--- config.mk ---
export PLATFORM = sky130hd
export DESIGN_NAME = vga_timing_gen_flat
export DESIGN_NICKNAME = d
export VERILOG_FILES = /design/src/rtl/vga_timing_gen_if.sv /design/src/rtl/vga_timing_gen.sv /design/src/flat_wrapper.sv
export SDC_FILE = /design/constraint.sdc
export NUM_CORES = 1
export LEC_CHECK = 0
export CORE_MARGIN = 10
export CORE_UTILIZATION = 48
export CTS_CLUSTER_DIAMETER = 40
export DETAILED_ROUTE_END_ITERATION = 6
export GPL_ROUTABILITY_DRIVEN = 0
export HOLD_SLACK_MARGIN = 0.03
export PLACE_DENSITY_LB_ADDON = 0.25
export SYNTH_ARGS = -nofsm -noshare
export SYNTH_HDL_FRONTEND = slang
export SYNTH_SLANG_ARGS = --single-unit
--- constraint.sdc ---
create_clock -name vga_clk -period 2.4 [get_ports vga_clk]
set_input_delay 0.24 -clock vga_clk [delete_from_list [all_inputs] [get_ports vga_clk]]
set_output_delay 0.24 -clock vga_clk [all_outputs]
set_load 0.03 [all_outputs]
--- src/rtl/vga_timing_gen_if.sv ---
// Raster position/sync bundle from the timing generator to renderers and DAC pins.
// VGA_FRAME_CNT_EN adds the frame_start / frame_count signals.
interface vga_timing_gen_if;
  logic [9:0] DrawX;
  logic [9:0] DrawY;
  logic       blank;
  logic       hs;
  logic       vs;
`ifdef VGA_FRAME_CNT_EN
  logic        frame_start;
  logic [15:0] frame_count;
  modport master (output DrawX, DrawY, blank, hs, vs, frame_start, frame_count);
  modport slave  (input  DrawX, DrawY, blank, hs, vs, frame_start, frame_count);
`else
  modport master (output DrawX, DrawY, blank, hs, vs);
  modport slave  (input  DrawX, DrawY, blank, hs, vs);
`endif
endinterface

--- src/rtl/vga_timing_gen.sv ---
// VGA raster timing: undelayed DrawX/DrawY, hs/vs/blank delayed PIPE_DLY clk.
// Optional frame_start/frame_count under `define VGA_FRAME_CNT_EN.
module vga_timing_gen #(
  parameter int H_VISIBLE = 640,
  parameter int H_FP      = 16,
  parameter int H_SYNC    = 96,
  parameter int H_BP      = 48,
  parameter int V_VISIBLE = 480,
  parameter int V_FP      = 10,
  parameter int V_SYNC    = 2,
  parameter int V_BP      = 33,
  parameter int PIPE_DLY  = 2,
  parameter bit SYNC_POL  = 1'b0
) (
  input  logic             vga_clk,
  input  logic             Reset,
  vga_timing_gen_if.master vif
);
  localparam int H_TOTAL = H_VISIBLE + H_FP + H_SYNC + H_BP;
  localparam int V_TOTAL = V_VISIBLE + V_FP + V_SYNC + V_BP;

  logic [9:0] r_hc, r_vc;
  logic       w_h_end, w_v_end;
  logic       w_hs_lvl, w_vs_lvl, w_blank_raw;

  assign w_h_end = (r_hc == 10'(H_TOTAL - 1));
  assign w_v_end = (r_vc == 10'(V_TOTAL - 1));

  always_ff @(posedge vga_clk) begin
    if (Reset) begin
      r_hc <= '0;
      r_vc <= '0;
    end else if (w_h_end) begin
      r_hc <= '0;
      r_vc <= w_v_end ? '0 : r_vc + 10'd1;
    end else begin
      r_hc <= r_hc + 10'd1;
    end
  end

  assign w_hs_lvl = ((r_hc >= 10'(H_VISIBLE + H_FP)) &&
                     (r_hc <  10'(H_VISIBLE + H_FP + H_SYNC))) ? SYNC_POL : ~SYNC_POL;
  assign w_vs_lvl = ((r_vc >= 10'(V_VISIBLE + V_FP)) &&
                     (r_vc <  10'(V_VISIBLE + V_FP + V_SYNC))) ? SYNC_POL : ~SYNC_POL;
  assign w_blank_raw = (r_hc < 10'(H_VISIBLE)) && (r_vc < 10'(V_VISIBLE));

  // Stage 0 takes the raw terms; the last stage drives the pins.
  logic [PIPE_DLY-1:0] r_hs_pipe, r_vs_pipe, r_blank_pipe;

  always_ff @(posedge vga_clk) begin
    if (Reset) begin
      r_hs_pipe    <= {PIPE_DLY{~SYNC_POL}};
      r_vs_pipe    <= {PIPE_DLY{~SYNC_POL}};
      r_blank_pipe <= '0;
    end else begin
      r_hs_pipe[0]    <= w_hs_lvl;
      r_vs_pipe[0]    <= w_vs_lvl;
      r_blank_pipe[0] <= w_blank_raw;
      for (int i = 1; i < PIPE_DLY; i++) begin
        r_hs_pipe[i]    <= r_hs_pipe[i-1];
        r_vs_pipe[i]    <= r_vs_pipe[i-1];
        r_blank_pipe[i] <= r_blank_pipe[i-1];
      end
    end
  end

  assign vif.DrawX = r_hc;
  assign vif.DrawY = r_vc;
  assign vif.hs    = r_hs_pipe[PIPE_DLY-1];
  assign vif.vs    = r_vs_pipe[PIPE_DLY-1];
  assign vif.blank = r_blank_pipe[PIPE_DLY-1];

`ifdef VGA_FRAME_CNT_EN
  logic [15:0] r_frame_cnt;

  always_ff @(posedge vga_clk) begin
    if (Reset)
      r_frame_cnt <= '0;
    else if (w_h_end && w_v_end)
      r_frame_cnt <= r_frame_cnt + 16'd1;
  end

  // Masked by Reset so the held-at-origin counters don't pulse during reset.
  assign vif.frame_start = (r_hc == '0) && (r_vc == '0) && !Reset;
  assign vif.frame_count = r_frame_cnt;
`endif
endmodule

--- src/flat_wrapper.sv ---
// flat-port wrapper written by rule: the top's interface ports become plain ports
module vga_timing_gen_flat 
#(
  parameter int H_VISIBLE = 640,
  parameter int H_FP      = 16,
  parameter int H_SYNC    = 96,
  parameter int H_BP      = 48,
  parameter int V_VISIBLE = 480,
  parameter int V_FP      = 10,
  parameter int V_SYNC    = 2,
  parameter int V_BP      = 33,
  parameter int PIPE_DLY  = 2,
  parameter bit SYNC_POL  = 1'b0
)
  (vga_clk, Reset, vif_DrawX, vif_DrawY, vif_blank, vif_hs, vif_vs);
  vga_timing_gen_if vif_i ();
  input  logic vga_clk;
  input  logic Reset;
  output wire logic [$bits(vif_i.DrawX)-1:0] vif_DrawX;
  output wire logic [$bits(vif_i.DrawY)-1:0] vif_DrawY;
  output wire logic [$bits(vif_i.blank)-1:0] vif_blank;
  output wire logic [$bits(vif_i.hs)-1:0] vif_hs;
  output wire logic [$bits(vif_i.vs)-1:0] vif_vs;
  assign vif_DrawX = vif_i.DrawX;
  assign vif_DrawY = vif_i.DrawY;
  assign vif_blank = vif_i.blank;
  assign vif_hs = vif_i.hs;
  assign vif_vs = vif_i.vs;
  vga_timing_gen #(.H_VISIBLE(H_VISIBLE), .H_FP(H_FP), .H_SYNC(H_SYNC), .H_BP(H_BP), .V_VISIBLE(V_VISIBLE), .V_FP(V_FP), .V_SYNC(V_SYNC), .V_BP(V_BP), .PIPE_DLY(PIPE_DLY), .SYNC_POL(SYNC_POL)) u_core (.vga_clk(vga_clk), .Reset(Reset), .vif(vif_i));
endmodule
# Yosys cells after proc, flatten, opt, wreduce, memory -nomap -nowiden

Index checks and enable logic that the tools add are counted.
Widths: inputs -> output; s select.

Flip-flop bits (word level): 26
Output and inout bits: 23
Logic and storage cells: 22

Equal/unequal tests: 2
Add/sub/neg operators: 2
Mux-type cells: 3
Magnitude comparators: 6
Reduce and logical (&&, ||, !) cells: 4

Operators by type and width:

| operator              | number |
|---|---|
| $add 10x1->10 const B | 2 |
| $eq 10x10->1 const B  | 2 |
| $lt 10x10->1 const B  | 2 |
| $lt 10x9->1 const B   | 2 |
| $ge 10x10->1 const B  | 1 |
| $ge 10x9->1 const B   | 1 |
| $mux 10               | 1 |
| $logic_and 1x1->1     | 3 |
| $mux 1                | 2 |
| $reduce_or 2->1       | 1 |

# Logic depth before layout (Yosys ltp)

Gate-level depths: netlist (run 1).

Depth after elaboration: 3
Depth in mapped cells: 6
Mapped depth without buffers: 6

# Least setup slack after synthesis (run 1)

OpenSTA, ideal clock, no wires.

Kind: reg-to-reg
From: register u_core.r_hc[0], in the netlist u_core.vif.DrawX[0]
To: register u_core.r_vc[7], in the netlist u_core.vif.DrawY[7]
Data required time: 2329 ps
Arrival: 2071 ps
Path slack: 258 ps
Cell stages (with the launch flop): 6
Path through: dfxtp_1 -> ha_1 -> nand4_1 -> or4_4 -> or3_1 -> a21oi_1

Cells in the longest elaborated chain, start to end: 1

RTL lines:

| what                   | line                 | source |
|---|---|---|
| start, declared        | vga_timing_gen.sv:22 | `logic [9:0] r_hc, r_vc;` |
| start signal, assigned | vga_timing_gen.sv:37 | `r_hc <= r_hc + 10'd1;` |
| $eq 10x10->1           | vga_timing_gen.sv:26 | `assign w_h_end = (r_hc == 10'(H_TOTAL - 1));` |
| end signal, assigned   | vga_timing_gen.sv:35 | `r_vc <= w_v_end ? '0 : r_vc + 10'd1;` |
| end, declared          | vga_timing_gen.sv:22 |  |

No other way between the ends.
A chain may end at the register's enable or synchronous reset.

# Worst setup path in the final report (run 1)

From: register u_core.r_hc[0], in the netlist u_core.vif.DrawX[0]
To: register u_core.r_vc[9], in the netlist u_core.vif.DrawY[9]

The elaborated chain is that of the path after synthesis.

==> results of run 1 <==
==> state kept, by name (all words and copies together) (netlist names) <==
signal / flops
u_core.r_hs_pipe: 2
u_core.vif.DrawY: 10
u_core.r_vs_pipe: 2
u_core.vif.DrawX: 10
u_core.r_blank_pipe: 2
==> layout by cell type (no fill, tap or decap), types with 2 or more instances in the layout <==
cell type        netlist  routed
o21ai_0                3       3
nand3_1               10      10
xnor2_1               10      10
a21oi_1                3       3
or2_2                  3       3
nand4_1                4       4
nor3_1                 5       5
nor2_1                22      22
nand2_1                6       6
inv_1                  8       8
or3_1                  3       3
clkdlybuf4s50_1        0      24
ha_1                   4       4
dfxtp_1               26      26
nor4_1                 3       3
or4_1                  2       2
xor2_1                 4       4
clkbuf_4               0       3
==> synthesized netlist by cell type (all sizes together) <==
master / instances
dfxtp: 26
nor2: 22
nand3: 10
xnor2: 10
inv: 8
nand2: 6
nor3: 5
ha: 4
nand4: 4
or3: 4
xor2: 4
a21oi: 3
clkbuf: 3
nor4: 3
o21ai: 3
or2: 3
or4: 3
a2111oi: 1
a31o: 1
mux2i: 1
nor2b: 1
nor4bb: 1
or4b: 1
or4bb: 1
==> cell type report <==
| cell class | count | area [um2] | share of cell area |
|---|---|---|---|
| multi-input combinational | 91 | 573 | 0.393 |
| inverter | 8 | 30.0 | 0.0206 |
| clock buffer | 3 | 22.5 | 0.0154 |
| tap | 28 | 35.0 | 0.0240 |
| clock inverter | 1 | 30.0 | 0.0206 |
| timing repair buffer | 25 | 248 | 0.170 |
| sequential | 26 | 520 | 0.357 |
==> power by group <==
part	switching, W	internal, W	total (W)
clock	0.000130	0.000169	0.000298
sequential	0.00000645	0.000438	0.000444
combinational	0.0000250	0.0000173	0.0000423
==> metrics by stage <==
stage	std cells	hold WS, ns	instance area (um2)	setup WS (ns)	total power [W]
finish	182	0.426	1460	0.261	0.000785
global route	182	0.443	1460	0.0770	0.000816
CTS	182	0.427	1460	0.257	0.000791
detailed placement	178	0.394	1410	0.310	0.000496
global placement	178	0.392	1410	0.387	0.000495
floorplan	128	0.347	1130	0.258	0.000479
==> cell families after synthesis <==
group	after synthesis	share of synthesized area
mux	1	0.00882
compound gates	8	0.0474
buf+inv	11	0.0364
xor+xnor	14	0.108
simple gates	64	0.297
flops	26	0.459
fa+ha+maj	4	0.0441
==> worst max path at each step <==
stage,from,end,cells after the start
2_1_floorplan,u_core.vif.DrawX[0]$_SDFF_PP0_,u_core.vif.DrawY[7]$_SDFFE_PP0N_,5
3_3_place_gp,u_core.vif.DrawX[0]$_SDFF_PP0_,u_core.vif.DrawY[7]$_SDFFE_PP0N_,5
3_5_place_dp,u_core.vif.DrawX[0]$_SDFF_PP0_,u_core.vif.DrawY[9]$_SDFFE_PP0N_,5
4_1_cts,u_core.vif.DrawX[0]$_SDFF_PP0_,u_core.vif.DrawY[9]$_SDFFE_PP0N_,5
5_1_grt,u_core.vif.DrawX[0]$_SDFF_PP0_,u_core.vif.DrawY[6]$_SDFFE_PP0N_,5
6_report,u_core.vif.DrawX[0]$_SDFF_PP0_,u_core.vif.DrawY[9]$_SDFFE_PP0N_,5
==> layer usage <==
layer | GRT usage | up-vias | wire (um)
met2 | 0.175 | 21 | 1180
met3 | 0.0419 | 4 | 204
li1 | - | 490 | -
met5 | 0 | - | 0
met1 | 0.139 | 450 | 1100
met4 | 0.0452 | 0 | 16
==> impl_metrics.yaml, run 1 <==
outcome:
  outcome: "finished, final reports clean"
setup_path:
  cp_slowest_cell: "or4_4"
  critPathMaxFanout: 8
  critPathBufInv: 0
  critPathLaunchType: "flip-flop"
  critical-path-max-stage-delay_ns: 0.63
  cp.required_ns: 2.66
  cpLargestDelayFamily: "simple AND/OR/NAND/NOR gates"
  r2r_end: "u_core.vif.DrawY[9]$_SDFFE_PP0N_"
  reg2reg_depth: 5
  r2r-start: "u_core.vif.DrawX[0]$_SDFF_PP0_"
  arrival_ns: 2.39
  crit_type: "flip-flop to flip-flop"
  cp-end-kind: "flip-flop"
  crit_chain: "ha_1 > nand4_1 > or4_4 > or3_1 > a21oi_1"
  r2r_setup_slack_ns: 0.26
clocking:
  cts.clk_slew.worst_paths_ns: 0.14
  tritoncts: "built"
  cts_resized: 0
  cts.htree.levels: 1
  cts_buffers: 3
  post-cts-setup-buffers: 0
  root_buffer: "clkbuf_4"
  hold_buffers: 0
  clkLatencyLatePin_ns: 0.32
  clockBufferDepth: 2
  cts_sinks: 26
synthesis:
  syn_area_per_cell_um2: 8.87
  seq_area_frac_synth: 0.459
  syn_area_mm2: 0.00113
  synth_warnings: 0
  synthCells: 128
  ys_types: 26
  synth_top_area_frac: 0.459
  syn-num-nets: 134
  synthTopCellsByArea: "dfxtp_1 (46%), xnor2_1 (7.7%), nor2_1 (7.3%)"
  ys_seq_elements: 26
  yosys.area.top_type: "dfxtp_1"
detailed_routing:
  detail-route-antenna-nets: 0
  routed_via_density: 5.30
  firstDrtPassIters: 4
  via_count: 965
  drtIter0Drc: 36
  wl_per_cell_um: 13.7
  drc_errors: 0
  wl_um: 2500
floorplan:
  ios: 25
  die_h_um: 68.6
  design.die.area_mm2: 0.00471
  start_util: 0.508
  die_w_um: 68.6
  core_mm2: 0.00223
  rows: 17
placement:
  place_hpwl_um: 1830
  io_buffers: 24
sta:
  max-slew-margin-rel: 0.593
  period_share: 0.891
  hold_viol: 0
  fin_tns_setup_ns: 0
  min_period_ns: 2.14
  worst_pin_slew_ns: 0.606
  fmax_ghz: 0.468
  finalClockSkew_ns: 0.00521
  drv_slew: 0
  setup_viol: 0
  rsz0062_at_grt: "no"
cells_and_area:
  syn_to_final_growth_pct: 28.6
  final_util: 0.653
  final_layout_size_suffix_gt1_frac: 0.0844
  nets: 161
  antenna_cells: 0
  num-fill-cells: 205
flow_run:
  max-cap-violations: 0
global_routing:
  grt_max_degree: 16
  antenna_found_initial: 0
  grt_pass1_vias: 863
  grt_pass1_wl_um: 4220
  grt.total_usage: 0.113
  grt.overflow.total: 0
worst_hold_path:
  min_path_type: "flip-flop to flip-flop"
  min_path_cells: 1
  worstHoldEndpoint: "u_core.r_hs_pipe[1]$_SDFF_PP1_"
  worstHoldStart: "u_core.r_hs_pipe[0]$_SDFF_PP1_"
power:
  leakagePower_nw: 0.482
  p_per_area_mw_per_mm2: 538
  ir_worst_vdd_mv: 0.342
Power figures use the tool's default switching activity.
==> run 2: changes to the inputs <==
Settings changed: CTS_CLUSTER_DIAMETER 40 to default.
==> results of run 2 <==
The final DEF is identical to that of run 1; final timing and power are the same.
==> variant: new RTL, flow settings as in run 1 <==
`PIPE_DLY` is set to 2 in 2 places; all go to 1.
--- a/src/rtl/vga_timing_gen.sv
+++ b/src/rtl/vga_timing_gen.sv
@@ -9,7 +9,7 @@
   parameter int V_FP      = 10,
   parameter int V_SYNC    = 2,
   parameter int V_BP      = 33,
-  parameter int PIPE_DLY  = 2,
+  parameter int PIPE_DLY  = 1,
   parameter bit SYNC_POL  = 1'b0
 ) (
   input  logic             vga_clk,
--- a/src/flat_wrapper.sv
+++ b/src/flat_wrapper.sv
@@ -9,7 +9,7 @@
   parameter int V_FP      = 10,
   parameter int V_SYNC    = 2,
   parameter int V_BP      = 33,
-  parameter int PIPE_DLY  = 2,
+  parameter int PIPE_DLY  = 1,
   parameter bit SYNC_POL  = 1'b0
 )
   (vga_clk, Reset, vif_DrawX, vif_DrawY, vif_blank, vif_hs, vif_vs);
Behaviour: not the same (a bounded check fails within 4 cycles, from zero or initial values and one cycle with Reset high).
==> variant against run 1 <==
Combinational power decreased by 5.0%; clock power down 41%; worst setup slack improved by 61 ps; power fell by 22%; sequential cell count fell by 3; core utilization down 1.7 points; wire length rose by 0.40%; cell count is 1.1% lower; final area decreased by 3.5%; worst hold slack gained 91 ps; area after synthesis is 1.2% lower; highest routed layer unchanged.
==> variant: results (changes against run 1) <==
[clock_tree]
numCtsBuffers = 3  ; unchanged
clk_pin_slew_ps = 120  ; -20 ps
cts_resized = 0  ; unchanged
htreeDepth = 1  ; unchanged
clockBufferDepth = 2  ; unchanged
clk_latency_ps = 310
cts_setup_buffers = 0  ; unchanged

[route]
dr.first_iter.drc_count = 60  ; +67%
vias = 1003  ; +3.9%
routed_wl_mm = 2.509  ; +0.40%

[sta]
setup_viol_count_final = 0  ; unchanged
skew_ps = 2.585  ; -2.626 ps
worst_slack_ps = 322.3  ; +60.87 ps
hold-worst-slack_ps = 517.4  ; +91.33 ps
worst_pin_slew_ps = 436.9  ; -168.9 ps

[global_route]
grt_pass1_wl_mm = 4.291  ; +1.6%
grt_pass1_vias = 901  ; +4.4%
grtUsageTotal_pct = 11.79  ; +0.47 points
grt_max_degree = 13  ; -3
antenna_found_initial = 0  ; unchanged

[synth]
synth.area.top_cells = dfxtp_1 41%, xnor2_1 8.6%, nor2_1 6.7%, nand3_1 5.4%, ha_1 4.5%
ys_top_cells_by_count = 23 x dfxtp_1, 20 x nor2_1, 12 x nand3_1
syn_avg_cell_area_um2 = 8.897  ; +0.36%
synth_warnings = 0  ; unchanged
synthArstFlopShare_pct = 0  ; unchanged
ys_seq_area_share_pct = 41.07  ; -4.8 points
synth_cell_type_count = 30  ; +15%

[pwr]
leakagePower_nw = 0.4722  ; -2.0%
vdd_drop_max_mv = 0.3288  ; -3.9%
internal_power_mw = 0.4674  ; -25%

[min_path]
hold_path.class = register to register

[layout]
final_nets = 159  ; -1.2%
final_common_cell = clkdlybuf4s50_1
finalInstanceArea_um2 = 1408  ; -3.5%
layout.cells.non_filler = 180  ; -1.1%
layout-drive-gt1-share_pct = 6.579  ; -1.9 points
fillers = 207  ; +0.98%

[setup_path]
cp.arrival_ps = 2280  ; -110 ps
path_class = register to register
r2r_cells = 5  ; unchanged
reg2reg_from = u_core.vif.DrawX[0]
worst_r2r_endpoint = u_core.vif.DrawY[5]
crit_fanout = 9  ; +1

[place]
dpl.hpwl_mm = 1.924  ; +5.0%
pre_cts_ws_ps = 339.8  ; +30.05 ps
port_buffers = 24  ; unchanged

[run_status]
status = finished clean

## variant: logic make-up after synthesis
kind of cell,after synthesis,synth area share (%)
DFF,23,41.07
adders and majority gates,4,4.464
AOI/OAI and AO/OA,9,5.915
muxes,2,1.786
and+or+nand+nor,63,31.92
buffers and inverters,12,4.687
xor gates and xnor gates,13,10.16
## variant: how the worst min path moves through the flow
stage / startpoint / end / cells past startpoint
2_1_floorplan: Reset / u_core.vif.vs / 3
3_3_place_gp: u_core.vif.DrawX[0] / u_core.vif.DrawX[0] / 1
3_5_place_dp: u_core.vif.DrawX[0] / u_core.vif.DrawX[0] / 1
4_1_cts: u_core.vif.DrawX[0] / u_core.vif.DrawX[0] / 1
5_1_grt: u_core.vif.DrawY[9] / u_core.vif.DrawY[9] / 2
6_report: u_core.vif.DrawX[0] / u_core.vif.DrawX[0] / 1
## variant: power by group through the flow
stage / clock, mW / sequential, mW / combinational, mW
CTS: 0.183 / 0.394 / 0.0412
global route: 0.198 / 0.396 / 0.0442
finish: 0.176 / 0.394 / 0.0402
global placement: 0 / 0.402 / 0.0400
detailed placement: 0 / 0.402 / 0.0408
floorplan: 0 / 0.412 / 0.0142
## variant: worst max-delay path, cell delays in order, from the launching register on
cell and delay [ps]:
dfxtp_1 450, ha_1 260, nand4_2 270, or3_2 580
o21bai_2 320, nor2_1 100
## variant: area by class of cell
class	count	share of cell area (%)
Inverter	10	2.667
Clock buffer	4	1.867
Tap cell	28	2.489
Multi-Input combinational cell	91	43.20
Sequential cell	23	32.71
Timing Repair Buffer	24	17.07
## variant: per-layer routing
metal,global-route usage [%],wire [µm],vias to the layer above
met5,0,0,-
met4,5.276,29,0
met3,3.426,271,4
met2,18.37,1152,43
met1,14.69,1057,460
li1,-,-,496
